**config.mk**
```make
export PLATFORM = sky130hd
export DESIGN_NAME = sram_port_arbiter
export DESIGN_NICKNAME = d
export VERILOG_FILES = /design/src/rtl/sram_port_arbiter.sv
export SDC_FILE = /design/constraint.sdc
export NUM_CORES = 1
export LEC_CHECK = 0
export CAP_MARGIN = 30
export CORE_MARGIN = 2
export CORE_UTILIZATION = 33
export DETAILED_ROUTE_END_ITERATION = 10
export GPL_TIMING_DRIVEN = 0
export PLACE_DENSITY = 0.84
export SLEW_MARGIN = 20
export SYNTH_ARGS = -nofsm -noshare
export SYNTH_HDL_FRONTEND = slang
export SYNTH_SLANG_ARGS = --single-unit
```
**constraint.sdc**
```tcl
create_clock -name clk -period 1.9 [get_ports clk]
set_input_delay 0.475 -clock clk [delete_from_list [all_inputs] [get_ports clk]]
set_output_delay 0.475 -clock clk [all_outputs]
set_load 0.05 [all_outputs]
```
**src/rtl/sram_port_arbiter.sv**
```systemverilog
// sram_port_arbiter: shares one SRAM port between instruction fetch and MEM-stage data requests
//
// Ports:
//   clk, resetn (synchronous, active-low)
//   cancel         pipeline flush; drops the pending instruction response
//   inst_*         fetch side: req/addr in, addr_ok/data_ok/rdata out
//   data_*         data side: req/wr/wstrb/addr/wdata in, addr_ok/data_ok/rdata out
//   mem_*          SRAM port: en/wen/addr/wdata out, rdata in (valid MEM_LAT cycles after mem_en)
// Parameter MEM_LAT: SRAM read latency, 1..7.
// Macro ARB_FAIR_EN: when defined, inst wins a contested grant after data has won three
// contested grants in a row; otherwise data has strict priority.
module sram_port_arbiter #(
    parameter int MEM_LAT = 1
) (
    input  logic        clk,
    input  logic        resetn,
    input  logic        cancel,
    input  logic        inst_req,
    input  logic [31:0] inst_addr,
    output logic        inst_addr_ok,
    output logic        inst_data_ok,
    output logic [31:0] inst_rdata,
    input  logic        data_req,
    input  logic        data_wr,
    input  logic [3:0]  data_wstrb,
    input  logic [31:0] data_addr,
    input  logic [31:0] data_wdata,
    output logic        data_addr_ok,
    output logic        data_data_ok,
    output logic [31:0] data_rdata,
    output logic        mem_en,
    output logic [3:0]  mem_wen,
    output logic [31:0] mem_addr,
    output logic [31:0] mem_wdata,
    input  logic [31:0] mem_rdata
);
    typedef enum logic [1:0] {IDLE, BUSY, RESP} state_t;
    state_t state, state_nxt;
    logic [2:0] cnt;
    logic own_inst, own_wr, drop;
    logic can_acc, gnt_inst, gnt_data, acc, last, inst_keep;
    // gating with resetn keeps the port quiet while reset is asserted
    assign can_acc = resetn && state != BUSY;
`ifdef ARB_FAIR_EN
    logic [1:0] starve;
    assign gnt_inst = can_acc && inst_req && (!data_req || starve == 2'd3);
`else
    assign gnt_inst = can_acc && inst_req && !data_req;
`endif
    assign gnt_data = can_acc && data_req && !gnt_inst;
    assign acc = gnt_inst || gnt_data;
    assign last = state == BUSY && cnt == 3'd1;
    // a cancel in the final busy cycle must still suppress the response
    assign inst_keep = last && own_inst && !(drop || cancel);

    always_ff @(posedge clk) begin
        if (!resetn) state <= IDLE;
        else state <= state_nxt;
    end

    always_comb begin
        state_nxt = state;
        case (state)
            IDLE, RESP: state_nxt = acc ? BUSY : IDLE;
            BUSY: state_nxt = cnt == 3'd1 ? RESP : BUSY;
            default: state_nxt = IDLE;
        endcase
    end

    always_comb begin
        inst_addr_ok = gnt_inst;
        data_addr_ok = gnt_data;
        mem_en = acc;
        mem_wen = gnt_data && data_wr ? data_wstrb : 4'd0;
        mem_addr = gnt_data ? data_addr : gnt_inst ? inst_addr : 32'd0;
        mem_wdata = gnt_data && data_wr ? data_wdata : 32'd0;
    end

    always_ff @(posedge clk) begin
        if (!resetn) begin
            cnt <= 3'd0;
            own_inst <= 1'b0;
            own_wr <= 1'b0;
            drop <= 1'b0;
            inst_data_ok <= 1'b0;
            data_data_ok <= 1'b0;
            inst_rdata <= 32'd0;
            data_rdata <= 32'd0;
        end else begin
            cnt <= acc ? 3'(MEM_LAT) : state == BUSY ? cnt - 3'd1 : cnt;
            if (acc) begin
                own_inst <= gnt_inst;
                own_wr <= gnt_data && data_wr;
            end
            // a new cancelled inst accept in RESP re-arms the flag that RESP would clear
            drop <= (cancel && (gnt_inst || (state == BUSY && own_inst))) || (drop && state != RESP);
            inst_data_ok <= inst_keep;
            data_data_ok <= last && !own_inst;
            if (inst_keep) inst_rdata <= mem_rdata;
            if (last && !own_inst && !own_wr) data_rdata <= mem_rdata;
        end
    end

`ifdef ARB_FAIR_EN
    always_ff @(posedge clk) begin
        if (!resetn) starve <= 2'd0;
        else if (gnt_inst) starve <= 2'd0;
        else if (gnt_data && inst_req) starve <= starve + 2'd1;
    end
`endif
endmodule
```
==> impl_metrics.env <==
export IMPL_p_switching_mw=1.361
export IMPL_slew_headroom_pct=62.28
export IMPL_syn_area_sq_um=3447
export IMPL_core_area_sq_um=10230
export IMPL_p_leak_nw=3.889
export IMPL_wl_mm=16.99
export IMPL_vias=4104
export IMPL_die_w_microns=106.2
export IMPL_cts_sinks=74
export IMPL_synth_top_area_cell="dfxtp_1"
export IMPL_r2r_slack_ps=250
export IMPL_cts_root_buf="clkbuf_8"
export IMPL_criticalPathCategory="reg -> out"
export IMPL_holdPathEnd="inst_rdata[26]"
export IMPL_synth_top_area_share_pct=42.98
export IMPL_ant_nets=0
export IMPL_first_pass_iters=4
export IMPL_dpl_worst_slack_ps=-1347
export IMPL_synth_nets=519
export IMPL_start_util_pct=33.69
export IMPL_io_pins=275
export IMPL_grt_ovfl_total=0
export IMPL_htree_levels=3
export IMPL_drt_iter0_drc=165
export IMPL_ys_types=29
export IMPL_die_height_microns=106.2
export IMPL_startpoint_type="flip-flop"
export IMPL_crit_fanout=6
export IMPL_p_comb_share_pct=32.3
export IMPL_port_buffers=273
export IMPL_ctsHoldBuffers=0
export IMPL_areaGrowthSynthToFinish_pct=123.5
export IMPL_hpwlAfterDp_mm=12.06
export IMPL_rr_startpoint="cnt[1]"
export IMPL_synth_ff_type="dfxtp_1"
export IMPL_fp_row_count=37
export IMPL_place_area_sq_um=6583
export IMPL_fillers=717
export IMPL_hold_viol=0
export IMPL_setup_slack_ps=-277.6
export IMPL_syn_avg_cell_area_sq_um=9.095
export IMPL_min_period_ps=2178
export IMPL_fin_crit_sh_pct=114.6
export IMPL_worstSetupEndpointType="output pin"
export IMPL_grt_max_degree=20
export IMPL_antenna_found_initial=0
export IMPL_synth_edf_count=0
export IMPL_r2r_cells=6
export IMPL_cap_violations=0
export IMPL_slew_violations=0
export IMPL_worst_ep_required_time_ps=1420
export IMPL_wl_per_cell_microns=20.69
export IMPL_clkPwrFrac_pct=32.5
export IMPL_hp_class="reg -> reg"
export IMPL_drc=0
export IMPL_rsz0062_at_grt="yes"
export IMPL_drive_gt1_share_pct=30.22
export IMPL_power_density_nw_per_um2=600.9
export IMPL_critical_path_arrival_ps=1700
export IMPL_first_global_vias=4231
export IMPL_cts_made_buffers=9
export IMPL_grt_pass1_wl_mm=23.69
export IMPL_cts_tree="built"
export IMPL_swShare_pct=29.40
export IMPL_worstMarginPinSlew_ps=568.1
export IMPL_async_flop_share_pct=0
export IMPL_gp_congestion=0.8966
export IMPL_clk_latency_ps=340
export IMPL_yosysMostFrequentCell="nand2_1"
export IMPL_status="complete, but fails checks"
export IMPL_viasPerCell=4.999
export IMPL_setup_viol=70
export IMPL_diodes=0
export IMPL_die_area_sq_um=11280
export IMPL_syn_inst=379
export IMPL_synth_seq_cells=74
export IMPL_synth_seq_area_share_pct=42.98
export IMPL_clk_pin_slew_ps=70
export IMPL_ys_top_cells_by_area="dfxtp_1, mux2i_1, nand2_1"
export IMPL_clock_path_buffers=2
export IMPL_fin_worst_skew_ps=9.565
export IMPL_tns_ps=-15290
export IMPL_r2r_end="data_rdata[21]"
export IMPL_peakVddDrop_v=0.0005166
export IMPL_seqPwrFrac_pct=35.2
export IMPL_nNetsFinal=820
export IMPL_final_area_sq_um=7705
export IMPL_grt_use_total_pct=27.24
export IMPL_holdPathStages=2
export IMPL_p_int_mw=3.269
export IMPL_violations="setup timing"
export IMPL_max_freq_ghz=0.4592
export IMPL_hold_start="inst_rdata[26]"
export IMPL_yosysWarnings=0
export IMPL_yosys_top_cells_count="nand2_1, dfxtp_1, mux2i_1"
==> cells in the final DEF, fill, tap and decap left out, types with 2 or more instances in the layout <==
master	instances
clkbuf_16	4
inv_1	5
clkbuf_2	3
dfxtp_1	72
clkdlybuf4s50_1	133
nand4_1	2
buf_12	4
bufinv_16	3
nand3_1	2
a21oi_1	3
and3_2	3
and3_4	36
a22o_4	32
o21ai_0	3
mux2i_1	64
clkbuf_1	9
clkbuf_8	11
ha_1	2
clkdlybuf4s15_1	2
buf_8	73
dlygate4sd2_1	67
clkinv_2	2
nand2_1	100
buf_4	14
nor2_1	5
buf_6	12
==> critical path: stages, from the launching register on <==
cell,delay [ps]
dfxtp_2,330
nand2b_4,140
buf_6,120
and3_4,210
clkbuf_16,170
a22o_4,250
buf_8,150
==> cell families after synthesis <==
kind of cell / count (synthesis) / share of synthesized area, %
simple gates: 157 / 21.20
flops: 74 / 42.98
mux: 64 / 18.58
compound gates: 43 / 10.24
buf+inv: 39 / 6.279
fa+ha+maj: 2 / 0.7258
==> how the worst max path moves through the flow <==
stage / end / startpoint
2_1_floorplan: mem_wdata[23] / resetn
3_3_place_gp: mem_wdata[25] / data_req
3_5_place_dp: mem_wdata[25] / data_req
4_1_cts: mem_addr[10] / state[1]
5_1_grt: mem_addr[6] / state[1]
6_report: mem_addr[12] / state[1]
==> flip-flops by register name, indices dropped and copies added (netlist names) <==
register,flops
data_rdata,32
own_inst,1
drop,1
inst_rdata,32
data_data_ok,1
cnt,3
state,2
inst_data_ok,1
own_wr,1
==> area by class of cell <==
cell class	count	area [sq um]	area share, %
clock buffers	11	151.4	1.965
plain buffers	32	286.5	3.719
repair buffers	291	3249	42.17
inverters	5	18.77	0.2436
clock inverters	5	100.1	1.299
multi-input cells	267	2242	29.10
flip-flops and latches	74	1486	19.29
well taps	136	170.2	2.209
==> what timing repair did <==
item,in CTS,in global routing
buffers inserted,7,2
gates resized for setup,633,96
setup endpoints to repair,137,71
gates cloned,4,6
pin swaps,4,32
hold endpoints to repair,0,0
==> stage by stage <==
stage	power, mW	utilization, %	cells	hold slack [ps]
4_1_cts	4.507	70.12	813	461.0
3_5_place_dp	2.912	64.34	788	451.6
6_report	4.630	75.31	821	459.4
2_1_floorplan	2.340	-	379	436.8
5_1_grt	4.777	75.31	821	477.7
3_3_place_gp	2.894	64.34	788	445.7
==> per-layer routing <==
| layer | vias up | part of all wire, % | track usage, % |
|---|---|---|---|
| met5 | - | 0 | 0 |
| met4 | 0 | 3.9 | 8.741 |
| met3 | 44 | 8.6 | 9.871 |
| met2 | 177 | 51 | 49.40 |
| met1 | 1960 | 36 | 29.26 |
| li1 | 1923 | - | - |
==> power groups by stage <==
stage | combinational (mW) | sequential [mW] | clock, mW
2_1_floorplan | 0.557 | 1.78 | 0
4_1_cts | 1.34 | 1.63 | 1.54
6_report | 1.49 | 1.63 | 1.51
3_5_place_dp | 1.25 | 1.67 | 0
5_1_grt | 1.55 | 1.64 | 1.59
3_3_place_gp | 1.23 | 1.66 | 0
No activity file was read; power rests on OpenSTA's default activity.
